File: config.mk
export PLATFORM = sky130hd
export DESIGN_NAME = serial_add_sub_flat
export DESIGN_NICKNAME = d
export VERILOG_FILES = /design/src/rtl/serial_add_sub_if.sv /design/src/rtl/serial_add_sub.sv /design/src/flat_wrapper.sv
export SDC_FILE = /design/constraint.sdc
export NUM_CORES = 1
export LEC_CHECK = 0
export CAP_MARGIN = 20
export CORE_UTILIZATION = 43
export DETAILED_ROUTE_END_ITERATION = 6
export PLACE_DENSITY = 0.68
export SETUP_SLACK_MARGIN = 0.05
export SYNTH_ARGS = -nofsm -noshare
export SYNTH_HDL_FRONTEND = slang
export SYNTH_SLANG_ARGS = --single-unit
File: constraint.sdc
create_clock -name clk -period 3.1 [get_ports clk]
set_clock_uncertainty 0.05 [all_clocks]
set_input_delay 0.31 -clock clk [delete_from_list [all_inputs] [get_ports clk]]
set_output_delay 0.31 -clock clk [all_outputs]
set_load 0.005 [all_outputs]
File: src/rtl/serial_add_sub_if.sv
// Handshake and operand/result bundle for serial_add_sub.
// master = controller issuing operations, slave = the adder/subtractor.
interface serial_add_sub_if #(
  parameter int WIDTH = 8
);
  logic             start;
  logic             mode;
  logic [WIDTH-1:0] a;
  logic [WIDTH-1:0] b;
  logic             cin;
  logic             busy;
  logic             done;
  logic [WIDTH-1:0] sum;
  logic             cout;
  logic             overflow;

  modport master (
    output start, mode, a, b, cin,
    input  busy, done, sum, cout, overflow
  );

  modport slave (
    input  start, mode, a, b, cin,
    output busy, done, sum, cout, overflow
  );
endinterface

File: src/rtl/serial_add_sub.sv
// Digit-serial adder/subtractor, DIGIT bits per clock with a registered carry.
// Optional macro SERIAL_ADD_SUB_SAT_EN saturates sum on signed overflow.
//
// state  | meaning
// S_IDLE | waiting for start
// S_RUN  | one digit processed per clock, busy high
// S_DONE | result registers just loaded, done high for this cycle
module serial_add_sub #(
  parameter int WIDTH = 8,
  parameter int DIGIT = 1
) (
  input logic             clk,
  input logic             rst,
  serial_add_sub_if.slave bus
);
  localparam int NDIG = WIDTH / DIGIT;
  localparam int CW   = (NDIG > 1) ? $clog2(NDIG) : 1;

  typedef enum logic [1:0] {S_IDLE, S_RUN, S_DONE} state_t;

  state_t           state, state_nx;
  logic [WIDTH-1:0] opa, opb, res, res_nx, sum_nx;
  logic [CW-1:0]    cnt;
  logic             carry, mode_q;
  logic [DIGIT-1:0] dsum;
  logic             dcarry, cmsb, last, load;

  assign {dcarry, dsum} = {1'b0, opa[DIGIT-1:0]} + {1'b0, opb[DIGIT-1:0]}
                        + {{DIGIT{1'b0}}, carry};
  // Carry into the MSB recovered from the sum bit, valid on the last digit.
  assign cmsb = dsum[DIGIT-1] ^ opa[DIGIT-1] ^ opb[DIGIT-1];
  assign last = (cnt == CW'(NDIG - 1));
  assign load = bus.start && (state != S_RUN);

  generate
    if (NDIG == 1) begin : g_single
      assign res_nx = dsum;
    end else begin : g_multi
      assign res_nx = {dsum, res[WIDTH-1:DIGIT]};
    end
  endgenerate

`ifdef SERIAL_ADD_SUB_SAT_EN
  // Both effective operands share a sign on overflow; opa's MSB gives the direction.
  assign sum_nx = (cmsb ^ dcarry)
                ? (opa[DIGIT-1] ? {1'b1, {(WIDTH-1){1'b0}}} : {1'b0, {(WIDTH-1){1'b1}}})
                : res_nx;
`else
  assign sum_nx = res_nx;
`endif

  always_ff @(posedge clk or posedge rst) begin
    if (rst) state <= S_IDLE;
    else     state <= state_nx;
  end

  always_comb begin
    state_nx = state;
    bus.busy = 1'b0;
    bus.done = 1'b0;
    case (state)
      S_IDLE: if (bus.start) state_nx = S_RUN;
      S_RUN: begin
        bus.busy = 1'b1;
        if (last) state_nx = S_DONE;
      end
      S_DONE: begin
        bus.done = 1'b1;
        state_nx = bus.start ? S_RUN : S_IDLE;
      end
      default: state_nx = S_IDLE;
    endcase
  end

  always_ff @(posedge clk or posedge rst) begin
    if (rst) begin
      opa          <= '0;
      opb          <= '0;
      res          <= '0;
      carry        <= 1'b0;
      mode_q       <= 1'b0;
      cnt          <= '0;
      bus.sum      <= '0;
      bus.cout     <= 1'b0;
      bus.overflow <= 1'b0;
    end else if (load) begin
      opa    <= bus.a;
      opb    <= bus.mode ? ~bus.b : bus.b;
      carry  <= bus.mode ? ~bus.cin : bus.cin;
      mode_q <= bus.mode;
      cnt    <= '0;
    end else if (state == S_RUN) begin
      opa   <= opa >> DIGIT;
      opb   <= opb >> DIGIT;
      res   <= res_nx;
      carry <= dcarry;
      cnt   <= cnt + 1'b1;
      if (last) begin
        bus.sum      <= sum_nx;
        bus.cout     <= mode_q ? ~dcarry : dcarry;
        bus.overflow <= cmsb ^ dcarry;
      end
    end
  end
endmodule

File: src/flat_wrapper.sv
// flat-port wrapper written by rule: the top's interface ports become plain ports
module serial_add_sub_flat 
#(
  parameter int WIDTH = 8,
  parameter int DIGIT = 1
)
  (clk, rst, bus_start, bus_mode, bus_a, bus_b, bus_cin, bus_busy, bus_done, bus_sum, bus_cout, bus_overflow);
  serial_add_sub_if #(.WIDTH(WIDTH)) bus_i ();
  input logic clk;
  input logic rst;
  input wire logic [$bits(bus_i.start)-1:0] bus_start;
  input wire logic [$bits(bus_i.mode)-1:0] bus_mode;
  input wire logic [$bits(bus_i.a)-1:0] bus_a;
  input wire logic [$bits(bus_i.b)-1:0] bus_b;
  input wire logic [$bits(bus_i.cin)-1:0] bus_cin;
  output wire logic [$bits(bus_i.busy)-1:0] bus_busy;
  output wire logic [$bits(bus_i.done)-1:0] bus_done;
  output wire logic [$bits(bus_i.sum)-1:0] bus_sum;
  output wire logic [$bits(bus_i.cout)-1:0] bus_cout;
  output wire logic [$bits(bus_i.overflow)-1:0] bus_overflow;
  assign bus_i.start = bus_start;
  assign bus_i.mode = bus_mode;
  assign bus_i.a = bus_a;
  assign bus_i.b = bus_b;
  assign bus_i.cin = bus_cin;
  assign bus_busy = bus_i.busy;
  assign bus_done = bus_i.done;
  assign bus_sum = bus_i.sum;
  assign bus_cout = bus_i.cout;
  assign bus_overflow = bus_i.overflow;
  serial_add_sub #(.WIDTH(WIDTH), .DIGIT(DIGIT)) u_core (.clk(clk), .rst(rst), .bus(bus_i));
endmodule
==> results.sh <==
export IMPL_status="completed"
export IMPL_avgSynthCellArea_um2=11.0
export IMPL_clock_path_buffers=2
export IMPL_antenna_cells=0
export IMPL_hold_violations=0
export IMPL_syn_num_nets=188
export IMPL_path_max_fanout=13
export IMPL_cts_setup_buffers=0
export IMPL_vias_per_cell=4.78
export IMPL_area_delta_synth_final_pct=24.9
export IMPL_slowest_stage="clkdlybuf4s50_1"
export IMPL_synth_seq_area_share_pct=55.6
export IMPL_dr_pass1_iters=4
export IMPL_cts_made_buffers=5
export IMPL_slowest_delay_ns=0.50
export IMPL_gp_congestion=0.759
export IMPL_dr_first_iter_drc_count=74
export IMPL_p_comb_share_pct=35.2
export IMPL_ff2ff_setup_slack_ns=1.25
export IMPL_synth_compound_area_share_pct=6.46
export IMPL_io_buffers=32
export IMPL_path_buf_inv=2
export IMPL_swShare_pct=32.3
export IMPL_drcViolationCount=0
export IMPL_crit_arrival_ns=1.68
export IMPL_cts_resized=0
export IMPL_final_max_slew_viol_count=0
export IMPL_die_h_um=66.7
export IMPL_r2r_cells=4
export IMPL_peakVddDrop_mv=0.416
export IMPL_globalRouteTotalUtil_pct=15.2
export IMPL_final_setup_tns_ns=0
export IMPL_setup_viol=0
export IMPL_ys_ff_latch=40
export IMPL_synthAdderAreaFrac_pct=2.50
export IMPL_synth_area_top_cells="dfrtp_1 (56%), mux2i_1 (9.5%), nand2_1 (9.2%)"
export IMPL_synth_top_family_by_area="multiplexers"
export IMPL_wl_per_cell_um=12.3
export IMPL_final_period_utilization_pct=65.9
export IMPL_path_delay_family="buffers and inverters"
export IMPL_place_worst_setup_slack_ns=1.26
export IMPL_drive_gt1_share_pct=9.64
export IMPL_worstReg2RegStart="u_core.cnt[0]$_DFFE_PP0P_"
export IMPL_slew_headroom_pct=58.0
export IMPL_placed_area_um2=2150
export IMPL_grt_max_degree=44
export IMPL_tightest_slew_ns=0.629
export IMPL_dieArea_um2=4450
export IMPL_crit_path_start_kind="register"
export IMPL_routed_wl_mm=3.04
export IMPL_die_width_um=66.7
export IMPL_antenna_found_initial=0
export IMPL_pin_count=33
export IMPL_ctsRootBufferMaster="clkbuf_8"
export IMPL_p_int_uw=1300
export IMPL_dpl_hpwl_mm=2.07
export IMPL_clock_latency_ns=0.28
export IMPL_fillerInstances=343
export IMPL_grt_pass1_wl_mm=5.07
export IMPL_r2r_end="u_core.bus.sum[7]$_DFFE_PP0P_"
export IMPL_power_density_nw_per_um2=855
export IMPL_start_util_pct=45.0
export IMPL_worstSetupEndpointType="output pin"
export IMPL_synth_top_area_share_pct=55.6
export IMPL_ant_nets=0
export IMPL_dp_cells=240
export IMPL_cts_tree="built"
export IMPL_power_frac_seq_pct=46.1
export IMPL_nets=221
export IMPL_rows=23
export IMPL_p_clk_share_pct=18.7
export IMPL_rsz0062_at_grt="false"
export IMPL_yosys_cell_types_count=24
export IMPL_leakage_uw=0.00109
export IMPL_core_um2=4000
export IMPL_yosysTopAreaCell="dfrtp_1"
export IMPL_setup_slack_ns=1.06
export IMPL_post_route_cell_area_um2=2250
export IMPL_p_sw_uw=620
export IMPL_htreeDepth=2
export IMPL_layout_cells_non_filler=247
export IMPL_cp_data_required_time_ns=2.74
export IMPL_crit_chain="nand2b_1, inv_2, clkdlybuf4s50_1"
export IMPL_critical_path_class="reg2out"
export IMPL_ys_warn_count=0
export IMPL_overflow=0
export IMPL_cts_hold_buf=0
export IMPL_synthMuxAreaShare_pct=15.5
export IMPL_synth_xor_xnor_area_share_pct=5.35
export IMPL_vias=1181
export IMPL_maxCapViolations=0
export IMPL_hp_class="in2async"
export IMPL_clk_pin_slew_ns=0.08
export IMPL_cts_sinks=40
export IMPL_synth_cells=164
export IMPL_synth_simple_gate_area_share_pct=10.8
export IMPL_netlist_area_um2=1800
export IMPL_min_period_ns=2.04
export IMPL_fmax_ghz=0.490
export IMPL_grt_pass1_vias=1167
worst max-delay path by stage:
stage          slack [ns]                   startpoint                             to  cells past startpoint
2_1_floorplan        1.56    u_core.cnt[0]$_DFFE_PP0P_  u_core.bus.sum[2]$_DFFE_PP0P_                      5
3_3_place_gp         1.30    u_core.cnt[0]$_DFFE_PP0P_  u_core.bus.sum[7]$_DFFE_PP0P_                      4
5_1_grt              0.97  u_core.state[1]$_DFFE_PP0P_                       bus_busy                      3
6_report             1.06  u_core.state[1]$_DFFE_PP0P_                       bus_busy                      3
3_5_place_dp         1.26    u_core.cnt[0]$_DFFE_PP0P_  u_core.bus.sum[7]$_DFFE_PP0P_                      4
4_1_cts              1.05  u_core.state[1]$_DFFE_PP0P_                       bus_busy                      3
cell families after synthesis:
family	Yosys count
adder cells (fa/ha/maj)	3
buffers and inverters	13
flip-flops	40
AND/OR/NAND/NOR	49
multiplexers	25
AO/OA/AOI/OAI	23
XOR/XNOR	11
sequential cells by signal (all words and copies together), names as in the netlist:
register             flops
u_core.bus.cout          1
u_core.carry             1
u_core.opb               8
u_core.mode_q            1
u_core.cnt               3
u_core.res               7
u_core.bus.overflow      1
u_core.opa               8
u_core.state             2
u_core.bus.sum           8
layer usage:
metal / GRT usage (%) / wire length [um] / part of all wire (%) / vias to the layer above
met5: 0 / 0 / 0 / -
met4: 3.99 / 0 / 0 / 0
met3: 4.11 / 107 / 3.5 / 0
met2: 24.6 / 1450 / 48 / 29
met1: 19.8 / 1480 / 49 / 551
li1: - / - / - / 601
tightest hold or removal path, cell delays in order:
cell and delay [ns]:
clkdlybuf4s50_1 0.39, inv_1 0.05, buf_4 0.42
synth_stat cells, drive strengths merged:
cell / instances
mux2i: 17
fa: 1
nand3b: 1
mux2: 8
a21oi: 1
nand2: 44
nand3: 1
buf: 8
clkbuf: 1
nor2b: 1
o21ai: 21
ha: 2
dfrtp: 40
xnor2: 3
o22ai: 1
nand2b: 1
inv: 4
nor2: 1
xor2: 8
layout by cell type, fill, tap and decap left out, drive strengths merged:
| cell | netlist | layout |
|---|---|---|
| buf | 8 | 3 |
| nand3b | 1 | 1 |
| ha | 2 | 2 |
| a21oi | 1 | 1 |
| nor2 | 1 | 1 |
| nand3 | 1 | 1 |
| inv | 4 | 4 |
| fa | 1 | 1 |
| o21ai | 21 | 21 |
| nand2b | 1 | 1 |
| o22ai | 1 | 1 |
| nand2 | 44 | 44 |
| mux2i | 17 | 17 |
| dfrtp | 40 | 40 |
| xnor2 | 3 | 3 |
| nor2b | 1 | 1 |
| clkdlybuf4s50 | 0 | 32 |
| xor2 | 8 | 8 |
| mux2 | 8 | 8 |
| clkbuf | 1 | 7 |
final cells by class:
class,instances,area (um^2),area share [%]
Timing Repair Buffer,35,343,15.2
Inverter,4,15.0,0.668
Tap cell,50,62.6,2.78
Clock buffer,7,96.3,4.28
Sequential cell,40,1000,44.5
Multi-Input combinational cell,111,731,32.5
metrics by stage:
step / hold slack, ns / total power, uW / util, %
final: 0.400 / 1920 / 56.2
after floorplan: 0.392 / 1320 / -
after global placement: 0.410 / 1550 / 53.8
after CTS: 0.424 / 1950 / 56.2
after global routing: 0.463 / 2080 / 56.2
after detailed placement: 0.419 / 1580 / 53.8
power groups by stage:
| stage | Combinational [uW] | Sequential (uW) | Clock [uW] |
|---|---|---|---|
| 2_1_floorplan | 455 | 865 | 0 |
| 3_3_place_gp | 666 | 883 | 0 |
| 3_5_place_dp | 688 | 896 | 0 |
| 4_1_cts | 691 | 888 | 369 |
| 5_1_grt | 783 | 910 | 386 |
| 6_report | 676 | 886 | 360 |
Note: power is estimated with default switching activity, not from simulation.
